## src/rtl/pipe_skid_reg.sv

```systemverilog
// Two-entry skid buffer between pipeline stages: main register drives the outputs,
// skid register absorbs one entry when the downstream stalls. in_ready_o is registered.
module pipe_skid_reg #(
    parameter int DATA_W = 69,
    parameter int CTRL_W = 4
) (
    input  logic              clk_i,
    input  logic              rst_i,
    input  logic              flush_i,
    input  logic              in_valid_i,
    output logic              in_ready_o,
    input  logic [CTRL_W-1:0] ctrl_i,
    input  logic [DATA_W-1:0] data_i,
    output logic              out_valid_o,
    input  logic              out_ready_i,
    output logic [CTRL_W-1:0] ctrl_o,
    output logic [DATA_W-1:0] data_o
);

    typedef enum logic [1:0] {
        EMPTY = 2'd0,
        ONE   = 2'd1,
        FULL  = 2'd2
    } state_e;

    state_e              state_r;
    logic [DATA_W-1:0]   main_data_r;
    logic [CTRL_W-1:0]   main_ctrl_r;
    logic [DATA_W-1:0]   skid_data_r;
    logic [CTRL_W-1:0]   skid_ctrl_r;
    logic                out_valid_r;
    logic                in_ready_r;
    logic                in_xfer_s;
    logic                out_xfer_s;

    assign in_xfer_s   = in_valid_i & in_ready_r;
    assign out_xfer_s  = out_valid_r & out_ready_i;

    assign in_ready_o  = in_ready_r;
    assign out_valid_o = out_valid_r;
    assign ctrl_o      = main_ctrl_r;
    assign data_o      = main_data_r;

    // Buffer state machine; main_ctrl_r is forced to zero whenever the output is a bubble
    always_ff @(posedge clk_i or negedge rst_i) begin
        if (!rst_i) begin
            state_r     <= EMPTY;
            main_data_r <= {DATA_W{1'b0}};
            main_ctrl_r <= {CTRL_W{1'b0}};
            skid_data_r <= {DATA_W{1'b0}};
            skid_ctrl_r <= {CTRL_W{1'b0}};
            out_valid_r <= 1'b0;
            in_ready_r  <= 1'b1;
        end else if (flush_i) begin
            // Flush wins over any coincident transfer; data_o keeps its last value
            state_r     <= EMPTY;
            main_ctrl_r <= {CTRL_W{1'b0}};
            out_valid_r <= 1'b0;
            in_ready_r  <= 1'b1;
        end else begin
            case (state_r)
                EMPTY: begin
                    if (in_xfer_s) begin
                        main_data_r <= data_i;
                        main_ctrl_r <= ctrl_i;
                        out_valid_r <= 1'b1;
                        state_r     <= ONE;
                    end else begin
                        state_r     <= EMPTY;
                    end
                end
                ONE: begin
                    if (in_xfer_s && out_xfer_s) begin
                        main_data_r <= data_i;
                        main_ctrl_r <= ctrl_i;
                    end else if (in_xfer_s) begin
                        skid_data_r <= data_i;
                        skid_ctrl_r <= ctrl_i;
                        in_ready_r  <= 1'b0;
                        state_r     <= FULL;
                    end else if (out_xfer_s) begin
                        main_ctrl_r <= {CTRL_W{1'b0}};
                        out_valid_r <= 1'b0;
                        state_r     <= EMPTY;
                    end else begin
                        state_r     <= ONE;
                    end
                end
                FULL: begin
                    if (out_xfer_s) begin
                        main_data_r <= skid_data_r;
                        main_ctrl_r <= skid_ctrl_r;
                        in_ready_r  <= 1'b1;
                        state_r     <= ONE;
                    end else begin
                        state_r     <= FULL;
                    end
                end
                default: begin
                    main_ctrl_r <= {CTRL_W{1'b0}};
                    out_valid_r <= 1'b0;
                    in_ready_r  <= 1'b1;
                    state_r     <= EMPTY;
                end
            endcase
        end
    end

endmodule

```

## config.mk

```make
export PLATFORM = sky130hd
export DESIGN_NAME = pipe_skid_reg
export DESIGN_NICKNAME = d
export VERILOG_FILES = /design/src/rtl/pipe_skid_reg.sv
export SDC_FILE = /design/constraint.sdc
export NUM_CORES = 1
export LEC_CHECK = 0
export ABC_AREA = 1
export BUFFER_PORTS_ARGS = -buffer_cell sky130_fd_sc_hd__buf_4
export CAP_MARGIN = 20
export CORE_ASPECT_RATIO = 0.8
export CORE_UTILIZATION = 30
export CTS_CLUSTER_DIAMETER = 60
export DETAILED_ROUTE_END_ITERATION = 16
export GPL_ROUTABILITY_DRIVEN = 0
export PLACE_DENSITY = 0.56
export SLEW_MARGIN = 20
export SYNTH_ARGS = -nofsm -noshare
export SYNTH_HDL_FRONTEND = slang
export SYNTH_SLANG_ARGS = --single-unit
```

## constraint.sdc

```tcl
create_clock -name clk_i -period 2 [get_ports clk_i]
set_clock_uncertainty 0.05 [all_clocks]
set_input_delay 0 -clock clk_i [delete_from_list [all_inputs] [get_ports clk_i]]
set_output_delay 0 -clock clk_i [all_outputs]
set_load 0.005 [all_outputs]
```

# Yosys cells after proc, flatten, opt, wreduce, memory -nomap -nowiden
# Index checks and enable logic that the tools add are counted.
# word_totals
regBits	150
out_inout_bits	75
wordCells	63
# op_classes
eq_ne	15
muxes	29
bitwise	4
n_reduce_logical	8
# ops
cell	n
69-bit two-way mux	3
69-bit one-hot mux with 3 select lines	1
4-bit two-way mux	6
3-bit inequality test (second input constant)	6
4-bit one-hot mux with 3 select lines	1
4-bit AND reduction	3
1-bit two-way mux	11
2-bit inequality test (second input constant)	5
5-bit AND reduction	2
2-bit two-way mux	4
4-bit inequality test (second input constant)	2
1-bit one-hot mux with 3 select lines	2
2-bit one-hot mux with 3 select lines	1
3-bit nonzero test	1
1-bit AND	2
2-bit by 1-bit == test with 1-bit output (second input constant)	1
2-bit == test (second input constant)	1
2-bit zero test	1
1-bit inverter	2
1-bit logical AND	1

# Logic depth before layout (Yosys ltp)
# depth
ltp_word	6
depth_mapped	9
ltp_nobuf	8

# Least setup slack after synthesis
# No wires, ideal clock.
# synth_path
path_kind	reg-to-reg
start	reg in_ready_r, in the netlist in_ready_o
end	reg main_data_r[41], in the netlist data_o[41]
setup_ns	0.065
arrival_ns	1.497
path_slack_ns	0.388
stages_incl_launch_ff	10
path_buffers	3
cell_sequence	dfstp_2 > nand2_1 > inv_2 > o21ai_1 > buf_6 > nor2_4 > buf_6 > buf_6 > nand2_1 > nand2_1
# synth_between
elab_chain_cells	4
# synth_rtl
item	line_no	source
start: declaration	32	logic in_ready_r;
start signal: assignment	53	in_ready_r <= 1'b1;
start signal: assignment	59	in_ready_r <= 1'b1;
start signal: assignment	79	in_ready_r <= 1'b0;
1-bit AND (*)	36	assign in_xfer_s = in_valid_i & in_ready_r;
1-bit logical AND	73	if (in_xfer_s && out_xfer_s) begin
2-bit inequality test (no source line)	-	
5-bit AND reduction (no source line) (*)	-	
end signal: assignment	48	main_data_r <= {DATA_W{1'b0}};
end signal: assignment	74	main_data_r <= data_i;
end signal: assignment	91	main_data_r <= skid_data_r;
end: declaration	27	logic [DATA_W-1:0] main_data_r;
# Every way passes the cells marked *; elsewhere a longest branch is shown, timed or not.
# A chain may end at the register's enable or synchronous reset.

# Worst setup path in the final report
# layout_path
start	reg state_r[1]
end	reg skid_data_r[15]
# layout_between
elab_chain_cells	2
# layout_rtl
item	line_no	source
start: declaration	26	state_e state_r;
start signal: assignment	47	state_r <= EMPTY;
start signal: assignment	56	state_r <= EMPTY;
start signal: assignment	67	state_r <= ONE;
2-bit by 1-bit == test with 1-bit output	61	case (state_r)
4-bit AND reduction (no source line)	-	
end signal: assignment	50	skid_data_r <= {DATA_W{1'b0}};
end signal: assignment	77	skid_data_r <= data_i;
end: declaration	29	logic [DATA_W-1:0] skid_data_r;
# Every way passes these cells.

==> impl_metrics.toml <==
[placed_design]
io_buffers = 152
dp_hpwl_mm = 11.1

[logic_synthesis]
synth_top_family_by_area = "simple AND/OR/NAND/NOR gates"
yosys_warnings = 0
synth_area_per_cell_um2 = 8.05
yosys.area_share.simple = 0.193
synth_compound_area_frac = 0.164
synthAdderAreaFrac = 0
synth_cell_types = 21
ys_ff_latch = 150
ys_seq_area_frac = 0.555
synth.area.mux_share = 0
synthXorXnorAreaFrac = 0
synth_nets = 918
syn_inst = 840
synth_area_um2 = 6760

[sta]
tns_ps = 0
fin_crit_ps = 1820
hold_ws_ps = 29.5
finalSetupViolCount = 0
drv_slew = 0
worst-slew-pin-transition_ps = 471
rsz0062_at_grt = "false"
fin_crit_sh = 0.911
fmax_ghz = 0.549
max_slew_margin = 0.686
hold_violations = 0

[run_status]
status = "completed"

[pwr]
p_per_area_nw_per_um2 = 1240
vdd_drop_max_mv = 0.693
total_power_mw = 11.9
leakagePower_nw = 5.00

[cells_and_area]
syn2layout_area_growth_pct = 41.5
final_common_cell = "nand2_1"
layout-drive-gt1-share = 0.197
layout_common_cells = "252 x nand2_1, 161 x buf_4, 149 x dfrtp_1"
final_core_util = 0.438
nets = 1129
n_antenna_cell = 0

[global_route]
grt_pass1_wl_mm = 29.2
track_usage = 0.162
grt_util_met3 = 0.0399
busiest_layer = "met2"
grt_pass1_vias = 5697
use_met2 = 0.253
globalRouteOverflowTotal = 0
grt_use_met1 = 0.226
antenna_found_initial = 0
grt_max_degree = 116

[worst_setup_path]
cp_max_fo = 115
r2r-end = "skid_data_r[15]"
startpoint = "state_r[1]"
cp-endpoint = "skid_data_r[15]"
rrSetupSlack_ps = 180
critical_path_arrival_ps = 2050
required_ps = 2230
r2r_cells = 7
worst-setup-path-type = "flip-flop to flip-flop"
start_kind = "flip-flop"
timing.rr.start = "state_r[1]"
end_kind = "flip-flop"

[drt]
ant_nets = 0
first_pass_iters = 5
wl_mm = 18.2
vias = 6072
dr.first_iter.drc_count = 373
viasPerCell = 4.45
wl_per_cell_um = 13.3
drcViolationCount = 0

[floorplanning]
die_w_um = 170
ioPinCount = 153
die_h_um = 136
fp.coreArea_um2 = 21900
die-area_um2 = 23100
start_util = 0.309
row_count = 48

[clocking]
cts.clk_slew.worst_paths_ps = 60
htreeDepth = 4
clk_path_buf_depth = 2
cts-root-buf = "clkbuf_16"
post_cts_buffers = 0
cts_tree = "built"
numCtsBuffers = 17
clk_latency_ps = 420
cts.sinks = 150

[min_path]
worstHoldStart = "in_valid_i"
min_path_type = "input port to flip-flop"

[job]
cap_violations = 0
==> stage by stage <==
step                instance area, µm²  instances  worst slack [ps]
floorplan                         6760        840               388
global placement                  8210       1257               218
detailed placement                8210       1257               195
CTS                               9560       1364               163
global route                      9570       1364              35.6
finish                            9570       1364               178
==> timing repair <==
item / 4_1_cts / 5_1_grt
hold buffers: 75 / 0
hold endpoints to repair: 299 / 0
gates resized for setup: 0 / 2
setup endpoints to repair: 0 / 2
==> per-layer routing <==
layer,vias up,share of wire
met1,2846,0.50
met2,136,0.44
met3,14,0.051
met4,0,0.0087
met5,-,0
li1,3076,-
==> how the worst min path moves through the flow <==
stage | cells past startpoint | endpoint | slack (ps)
finish | 5 | in_ready_o | 30
detailed placement | 1 | skid_data_r[66] | -80
global route | 2 | skid_data_r[66] | 50
global placement | 1 | skid_data_r[66] | -80
CTS | 2 | skid_data_r[66] | 30
floorplan | 0 | ctrl_o[0] | -350
==> where the power goes <==
| group | leakage (nW) | switching, mW | internal, mW |
|---|---|---|---|
| clock network | 0.290 | 1.31 | 2.00 |
| registers | 1.75 | 0.602 | 4.35 |
| logic | 2.96 | 1.87 | 1.76 |
| total | 5.00 | 3.79 | 8.10 |
==> worst max-delay path, cell delays in order (launching register included) <==
cell     delay, ps
dfrtp_1        470
inv_2          110
nand2_1        140
nor2_2         270
nand3_4        120
buf_12         260
nor2_1         170
a21oi_1         60
==> synth_stat cells (all sizes together) <==
library cell  instances  share of area
nand2               252           0.14
o21ai               154           0.11
dfrtp               149           0.55
inv                  82          0.046
nor2                 69          0.040
a21oi                64          0.050
buf                  33          0.032
clkbuf               19          0.011
nand3                13         0.0096
nand4                 2         0.0019
nor3                  2         0.0015
dfstp                 1         0.0039
==> cells by family (layout without fill, tap and decap cells) <==
logic type,Yosys count,count (layout)
buffers and inverters,134,358
AOI/OAI and AO/OA,218,218
DFF,150,150
and+or+nand+nor,338,338
==> final cells by class <==
class / instances / area, µm²
clock buffer: 20 / 447
inverter: 82 / 309
fill: 2211 / 12300
multi-input combinational: 556 / 2430
timing repair buffer: 244 / 2090
clock inverter: 12 / 151
tap: 300 / 375
sequential: 150 / 3750
==> state kept, by name (all words and copies together), names as in the netlist <==
| register | flops |
|---|---|
| ctrl_o | 4 |
| data_o | 69 |
| in_ready_o | 1 |
| out_valid_o | 1 |
| skid_ctrl_r | 4 |
| skid_data_r | 69 |
| state_r | 2 |
(Power assumes the default switching activity.)
